[src/rtl/life_pkg.sv]
// Shared types and preset pattern table for the life array controller.
// Pattern bits are indexed 4*row+col within each 4x4 quadrant.
package life_pkg;

  typedef enum logic [1:0] {
    IDLE = 2'd0,
    RUN  = 2'd1,
    LOAD = 2'd2
  } state_e;

  localparam int NUM_QUADS = 4;

  // First index selects the pattern, second the quadrant.
  localparam logic [15:0] PATTERN [4][4] = '{
    '{16'h0000, 16'h0000, 16'h0000, 16'h0000},
    '{16'h0742, 16'h0000, 16'h0000, 16'h0000},
    '{16'h0070, 16'h0000, 16'h0000, 16'h0000},
    '{16'hFFFF, 16'hFFFF, 16'hFFFF, 16'hFFFF}
  };

endpackage

[src/rtl/life_rate_timer.sv]
// Generation period counter; tick marks the last cycle of each period.
// The terminal count tracks speed live, so a shorter period takes effect at once.
module life_rate_timer
  import life_pkg::*;
#(
  parameter int PERIOD_BASE = 100000000,
  parameter int CNT_W       = 27
) (
  input  logic       clk,
  input  logic       reset,
  input  logic       enable_i,
  input  logic       clear_i,
  input  logic [1:0] speed_i,
  output logic       tick_o
);

  logic [CNT_W-1:0] cnt_q, cnt_d, term;

  // A count already past a newly shortened terminal snaps to it first.
  always_comb begin
    term   = CNT_W'((PERIOD_BASE >> speed_i) - 1);
    cnt_d  = cnt_q;
    tick_o = 1'b0;
    if (clear_i) begin
      cnt_d = '0;
    end else if (enable_i) begin
      if (cnt_q > term) begin
        cnt_d = term;
      end else if (cnt_q == term) begin
        cnt_d  = '0;
        tick_o = 1'b1;
      end else begin
        cnt_d = cnt_q + 1'b1;
      end
    end
  end

  always_ff @(posedge clk) begin
    if (!reset) cnt_q <= '0;
    else        cnt_q <= cnt_d;
  end

endmodule

[src/rtl/life_controller.sv]
// Sequencer/arbiter for the life array write and step port: run/pause,
// single step, preset loading and user writes, all with registered outputs.
module life_controller
  import life_pkg::*;
#(
  parameter int PERIOD_BASE = 100000000,
  parameter int CNT_W       = 27
) (
  input  logic        clk,
  input  logic        reset,
  input  logic        frame,
  input  logic        run_btn,
  input  logic        step_btn,
  input  logic        load_req,
  input  logic [1:0]  pattern_sel,
  input  logic [1:0]  speed,
  input  logic        user_write_enb,
  input  logic [15:0] user_val,
  input  logic [1:0]  user_pos,
  output logic        arr_write_enb,
  output logic [15:0] arr_vali,
  output logic [1:0]  arr_vali_selector,
  output logic        arr_step,
  output logic        running,
  output logic        busy,
  output logic [15:0] generation
);

  state_e      state_q;
  logic [1:0]  quad_q, sel_q, quadNext;
  logic        runPrev_q, stepPrev_q, loadPrev_q, stepPending_q;
  logic        wrEnb_q, step_q, running_q, busy_q;
  logic [15:0] vali_q, gen_q;
  logic [1:0]  valiSel_q;
  logic        runEdge, stepEdge, loadEdge, issue, forward;
  logic        timerClear, timerEnable, tick;

  // A user write or a pending load both claim the port ahead of a step.
  always_comb begin
    runEdge     = run_btn  & ~runPrev_q;
    stepEdge    = step_btn & ~stepPrev_q;
    loadEdge    = load_req & ~loadPrev_q;
    issue       = stepPending_q & frame & ~user_write_enb & (state_q != LOAD) & ~loadEdge;
    forward     = user_write_enb & (state_q != LOAD) & ~loadEdge;
    timerClear  = loadEdge | ((state_q == RUN) & runEdge);
    timerEnable = (state_q == RUN);
    quadNext    = quad_q + 2'd1;
  end

  life_rate_timer #(
    .PERIOD_BASE(PERIOD_BASE),
    .CNT_W      (CNT_W)
  ) u_timer (
    .clk     (clk),
    .reset   (reset),
    .enable_i(timerEnable),
    .clear_i (timerClear),
    .speed_i (speed),
    .tick_o  (tick)
  );

  always_ff @(posedge clk) begin
    if (!reset) begin
      state_q       <= IDLE;
      quad_q        <= '0;
      sel_q         <= '0;
      runPrev_q     <= 1'b0;
      stepPrev_q    <= 1'b0;
      loadPrev_q    <= 1'b0;
      stepPending_q <= 1'b0;
      wrEnb_q       <= 1'b0;
      vali_q        <= '0;
      valiSel_q     <= '0;
      step_q        <= 1'b0;
      running_q     <= 1'b0;
      busy_q        <= 1'b0;
      gen_q         <= '0;
    end else begin
      runPrev_q  <= run_btn;
      stepPrev_q <= step_btn;
      loadPrev_q <= load_req;
      step_q     <= issue;
      gen_q      <= loadEdge ? 16'd0 : gen_q + {15'd0, step_q};
      wrEnb_q    <= forward;
      vali_q     <= forward ? user_val : 16'd0;
      valiSel_q  <= forward ? user_pos : 2'd0;
      if (loadEdge) begin
        state_q       <= LOAD;
        running_q     <= 1'b0;
        busy_q        <= 1'b1;
        quad_q        <= 2'd0;
        sel_q         <= pattern_sel;
        stepPending_q <= 1'b0;
        wrEnb_q       <= 1'b1;
        vali_q        <= PATTERN[pattern_sel][0];
        valiSel_q     <= 2'd0;
      end else begin
        unique case (state_q)
          IDLE: begin
            if (runEdge) begin
              state_q       <= RUN;
              running_q     <= 1'b1;
              stepPending_q <= stepPending_q & ~issue;
            end else begin
              stepPending_q <= (stepPending_q & ~issue) | stepEdge;
            end
          end
          RUN: begin
            if (runEdge) begin
              state_q       <= IDLE;
              running_q     <= 1'b0;
              stepPending_q <= 1'b0;
            end else begin
              stepPending_q <= (stepPending_q & ~issue) | tick;
            end
          end
          LOAD: begin
            // quad_q is the quadrant currently on the outputs.
            if (quad_q == 2'd3) begin
              state_q <= IDLE;
              busy_q  <= 1'b0;
            end else begin
              quad_q    <= quadNext;
              wrEnb_q   <= 1'b1;
              vali_q    <= PATTERN[sel_q][quadNext];
              valiSel_q <= quadNext;
            end
          end
          default: begin
            state_q   <= IDLE;
            running_q <= 1'b0;
            busy_q    <= 1'b0;
          end
        endcase
      end
    end
  end

  assign arr_write_enb     = wrEnb_q;
  assign arr_vali          = vali_q;
  assign arr_vali_selector = valiSel_q;
  assign arr_step          = step_q;
  assign running           = running_q;
  assign busy              = busy_q;
  assign generation        = gen_q;

endmodule

[config.mk]
export PLATFORM = sky130hd
export DESIGN_NAME = life_controller
export DESIGN_NICKNAME = d
export VERILOG_FILES = /design/src/rtl/life_pkg.sv /design/src/rtl/life_rate_timer.sv /design/src/rtl/life_controller.sv
export SDC_FILE = /design/constraint.sdc
export NUM_CORES = 1
export LEC_CHECK = 0
export CAP_MARGIN = 20
export CORE_ASPECT_RATIO = 0.75
export CORE_UTILIZATION = 54
export DETAILED_ROUTE_END_ITERATION = 12
export HOLD_SLACK_MARGIN = 0.05
export PLACE_DENSITY = 0.77
export RECOVER_POWER = 50
export SYNTH_ARGS = -nofsm -noshare
export SYNTH_HDL_FRONTEND = slang
export SYNTH_HIERARCHICAL = 1
export SYNTH_SLANG_ARGS = --single-unit
[constraint.sdc]
create_clock -name clk -period 3.8 [get_ports clk]
set_clock_uncertainty 0.05 [all_clocks]
set_input_delay 0.76 -clock clk [delete_from_list [all_inputs] [get_ports clk]]
set_output_delay 0.76 -clock clk [all_outputs]
set_load 0.005 [all_outputs]
# [Word-level counts from Yosys, hierarchy flattened]
# Index checks and enable logic that the tools add are counted.
# Widths: inputs -> output; s select.
[word_totals] register_bits=75 input_bits=29 out_inout_bits=38 word_cells=112
[classes] add_sub_neg=4 order_cmp=4 n_eq_ne=12 n_shift=1 mux=39 n_bitwise=26 n_reduce_logical=10
[op_table] op="$bmux 64 s2" count=2
[op_table] op="$mux 64" count=4
[op_table] op="$mux 16" count=6
[op_table] op="$mux 27" count=2
[op_table] op="$bmux 16 s2" count=1
[op_table] op="$add 27x1->27 const B" count=1
[op_table] op="$eq 27x27->1" count=1
[op_table] op="$gt 27x27->1" count=1
[op_table] op="$shr 27x2->27 const A" count=1
[op_table] op="$sub 27x2->27 const B" count=1
[op_table] op="$add 16x1->16" count=1
[op_table] op="$mux 2" count=7
[op_table] op="$mux 1" count=13
[op_table] op="$and 1x1->1" count=11
[op_table] op="$ge 3x3->1 const B" count=3
[op_table] op="$ne 3x3->1 const B" count=3
[op_table] op="$not 1->1" count=9
[op_table] op="$not 2->3" count=3
[op_table] op="$reduce_and 3->1" count=3
[op_table] op="$ne 2x2->1 const B" count=4
[op_table] op="$pmux 2 s3" count=1
[op_table] op="$reduce_or 2->1" count=3
[op_table] op="$eq 2x2->1 const B" count=2
[op_table] op="$pmux 1 s2" count=2
[op_table] op="other kinds (8)" count=11

# [Depth between registers and ports, before layout]
[depth] depth_word=10 depth_mapped=14

# [Cells and area by module]
# Netlist, hierarchy kept.
[modules_own_cells] mod="life_rate_timer" instances=1 cells_per_inst=313 area_per_inst_um2=2324.7 seq_area_each_um2=540.5
[modules_own_cells] mod="life_controller" instances=1 cells_per_inst=199 area_per_inst_um2=1870.5 seq_area_each_um2=960.9

# [Least setup slack after synthesis]
# No wires, ideal clock.
[synth_timing] path_type="input -> register" start="in speed[0]" end="reg u_timer.cnt_q[23]" setup_ns=0.123 arrival_ns=2.820 slack_ns=0.807 cell_stages=10 n_path_buf=0 cell_sequence="inv_1 nor2_1 inv_1 ha_1 a21o_1 a2111oi_4 o211a_4 nor2_2 and3_1 o32a_2"
[synth_between] elab_chain_len=5 word_cells_on_any_way=6 cone_classes="add/sub (1); order compare (1); eq/ne (1); shift (1); mux (2)"
[synth_lines] element="start: declaration" line="life_controller.sv:16" text="input logic [1:0] speed,"
[synth_lines] element="$shr 27x2->27 *" line="life_rate_timer.sv:21" text="term = CNT_W'((PERIOD_BASE >> speed_i) - 1);"
[synth_lines] element="$sub 27x2->27 *" line="life_rate_timer.sv:21"
[synth_lines] element="branches (longest 2 deep; another with $gt 27x27->1)"
[synth_lines] element="$mux 27 *" line="life_rate_timer.sv:27" text="if (cnt_q > term) begin"
[synth_lines] element="end signal: assignment" line="life_rate_timer.sv:40" text="else cnt_q <= cnt_d;"
[synth_lines] element="end: declaration" line="life_rate_timer.sv:17" text="logic [CNT_W-1:0] cnt_q, cnt_d, term;"
# Every way passes the cells marked *.
# A chain may end at the register's enable or synchronous reset.

# [Worst setup path in the final report]
[layout_timing] start="in speed[0]" end="reg u_timer.cnt_q[15]"
# Same word-level chain as after synthesis.

==> metrics.md <==
| Metric | Value |
|---|---|
| Status | complete, no violations |
| Largest net degree at the start of global routing | 44 |
| Period minus WS final | 3589 ps |
| Mapped Avg Cell Area | 8.194 sq um |
| F_max | 0.2787 GHz |
| Vias per cell | 5.952 |
| RSZ-0062 raised after global routing | no |
| Crit. End Element | register |
| Max-Cap Viols | 0 |
| Hold WC Path Type | register to register |
| Placed cell area | 5159 sq um |
| CP required | 4030 ps |
| Async SR Flop Fraction | 0% |
| Via count | 4232 |
| Crit path from | speed[0] |
| Synth Cell Area | 4195 sq um |
| Routed WL per cell | 16.52 microns |
| CTS tree | yes |
| Lkg Pwr | 2.287 nW |
| Tot GR Track Use | 30.49% |
| Layout filler cell count | 600 |
| Slew Limit Fails | 0 |
| CTS Hold Bufs | 0 |
| PortBufs | 66 |
| WHS | 406.9 ps |
| RD Place Congestion | 0.9127 |
| Final Hold Viols | 0 |
| HPWL Detailed | 8869 microns |
| Final worst path period share | 94.44% |
| Latest clock arrival within the worst-skew pair | 350 ps |
| Cell Rows | 27 |
| Worst Path Max Fanout | 14 |
| Clock Pin Slew Worst Setup and Hold Paths | 80 ps |
| Final Setup Violations | 0 |
| Utilization after layout | 72.81% |
| Initial DRC Count | 301 |
| Num CTS Buffers | 9 |
| Share of the synthesized area in the top cell type | 35.79% |
| Synth Instances | 512 |
| Crit path arrival time | 3820 ps |
| # clock sinks | 75 |
| FF/Latch Area | 1501 sq um |
| VDD IR max | 0.2234 mV |
| Vias in the first global route | 4027 |
| Vert. Die Dim | 78.34 microns |
| RR Startpoint | u_timer/cnt_q[18]$_SDFFE_PP0P_ |
| Largest area contributor in the netlist | dfxtp_1 |
| Final ANT Viol Nets | 0 |
| P&R area growth vs syn | 28.99% |
| I/O pin cnt | 67 |
| Starting density of the core | 56.45% |
| Layout Nets | 659 |
| Fin area | 5411 sq um |
| Flops & latches, synth | 75 |
| Synth Flop Type | dfxtp_1 |
| Power per cell area | 330.8 nW/um^2 |
| First-pass GRT wire length | 19530 microns |
| Total of warnings raised by yosys | 6 |
| Drt total wl | 11750 microns |
| CORE AREA | 7432 sq um |
| Yosys cell types | 62 |
| Cells on Worst Hold Path | 2 |
| Initial antenna violation count | 0 |
| DRC Markers | 0 |
| Sequential fraction of the synthesis area | 35.79% |
| Clk root buf | clkbuf_8 |
| Reg2Reg Depth | 9 |
| Worst-case headroom to the max-slew limit | 51.34% |
| Multi-input gate area | 2491 sq um |
| Least-Margin Pin Slew | 724.3 ps |
| TritonRoute pass-1 iters | 4 |
| Post-synth EDFFs | 0 |
| Cts repair resizes | 0 |
| Share of layout cells above drive strength 1 | 11.97% |
| N_diodes | 0 |
| Kind of critical path | input pin to register |
| Hold path start | stepPending_q$_SDFFE_PP0P_ |
| Post CTS Setup Buffer Count | 0 |
| H-tree depth | 3 |
| Max clock buf depth | 2 |
| Critical Path Source Type | input pin |
| Die footprint | 8129 sq um |
| Remaining global-route overflow | 0 |
| Die W | 103.8 microns |
| Area contributors post-synth | dfxtp_1 (36%), ha_1 (7.5%), a21oi_1 (4.9%), nand2_1 (4.7%), nor2_1 (3.8%) |
-- logic make-up after synthesis --
kind of cell / after synthesis / share of synthesized area (%)
AND/OR/NAND/NOR: 215 / 26.54
AO/OA/AOI/OAI: 135 / 22.19
flip-flops: 75 / 35.79
buffers and inverters: 47 / 4.980
adder cells (fa/ha/maj): 25 / 7.456
XOR/XNOR: 13 / 2.714
other: 1 / 0.08939
multiplexers: 1 / 0.2386
-- layer usage --
| layer | track usage (%) | wire, microns |
|---|---|---|
| met1 | 40.50 | 5279 |
| met4 | 9.000 | 146 |
| met3 | 9.801 | 1246 |
| met5 | 0 | 0 |
| met2 | 47.45 | 5075 |
-- power by group --
group / internal, mW / switching (mW)
registers: 0.805 / 0.00908
logic: 0.0917 / 0.0923
clock network: 0.464 / 0.329
-- stage by stage --
stage	std cells	setup WS (ps)	TNS [ps]	total power, mW
after floorplan	513	807.1	0	0.9190
after global placement	695	-3.533	-3.533	1.015
after detailed placement	695	-44.55	-272.7	1.020
after CTS	711	316.3	0	1.801
after global routing	711	76.03	0	1.852
final	711	211.3	0	1.790
-- worst max-delay path: stages --
cell and delay, ps:
clkdlybuf4s50_1 490, inv_1 100, nor2_1 300, inv_1 100, ha_1 310, nand3_1 150, nor2_1 100, a2111oi_4 400
o211ai_2 210, buf_4 240, nor2_1 370, nand2_1 110, o211ai_1 160
-- flip-flops by register name (all words and copies together) (netlist names), 2 cells and up --
signal	flops
quad_q	2
generation	16
arr_vali_selector	2
u_timer/cnt_q	27
arr_vali	16
sel_q	2
state_q	2
-- layout by cell type (no fill, tap or decap), types with 7 or more instances in the layout --
master and n:
a21o_1 17, a21oi_1 41, and3_1 12, buf_4 38, clkbuf_8 10, clkdlybuf4s50_1 29, dfxtp_1 75, dlygate4sd3_1 37
ha_1 25, inv_1 23, nand2_1 53, nand3_1 31, nand4_1 14, nor2_1 41, nor3_1 17, o21ai_0 24
or3_1 8, xnor2_1 7
-- cell usage after synthesis (2+ instances only) --
master and number:
o22ai_1 4, and4_1 4, or3_1 8, o211ai_1 5
a21o_1 17, inv_1 23, a21oi_1 41, o21ai_1 3
nand2b_1 5, o31a_1 5, nor4_1 2, xnor2_1 7
buf_6 3, a31oi_1 4, nand2_1 53, o21a_1 4
a21boi_0 4, ha_1 25, clkbuf_1 12, nor2_1 42
a221oi_2 3, o21ai_0 24, nand4_1 14, and3_1 12
and2_1 7, buf_2 8, o31ai_1 6, xor2_1 6
dfxtp_1 75, a211oi_1 2, nor3_1 17, and4_2 2
nor2b_1 6, nand3_1 31
-- path summary, 6_finish.rpt --
kind | end | slack [ps]
worst max-delay path | u_timer/cnt_q[15]$_SDFFE_PP0P_ | 210
worst min-delay path | arr_step$_SDFF_PN0_ | 410
worst min register to register | arr_step$_SDFF_PN0_ | 410
worst max register to register | u_timer/cnt_q[15]$_SDFFE_PP0P_ | 1070
-- area by class of cell --
type,instances,area share (%)
Clock buffer,10,2.543
Clock inverter,6,2.197
Inverter,23,1.595
Multi-Input combinational cell,391,46.03
Sequential cell,75,27.75
Tap cell,101,2.335
Timing Repair Buffer,105,17.55
Power figures use the tool's default switching activity.
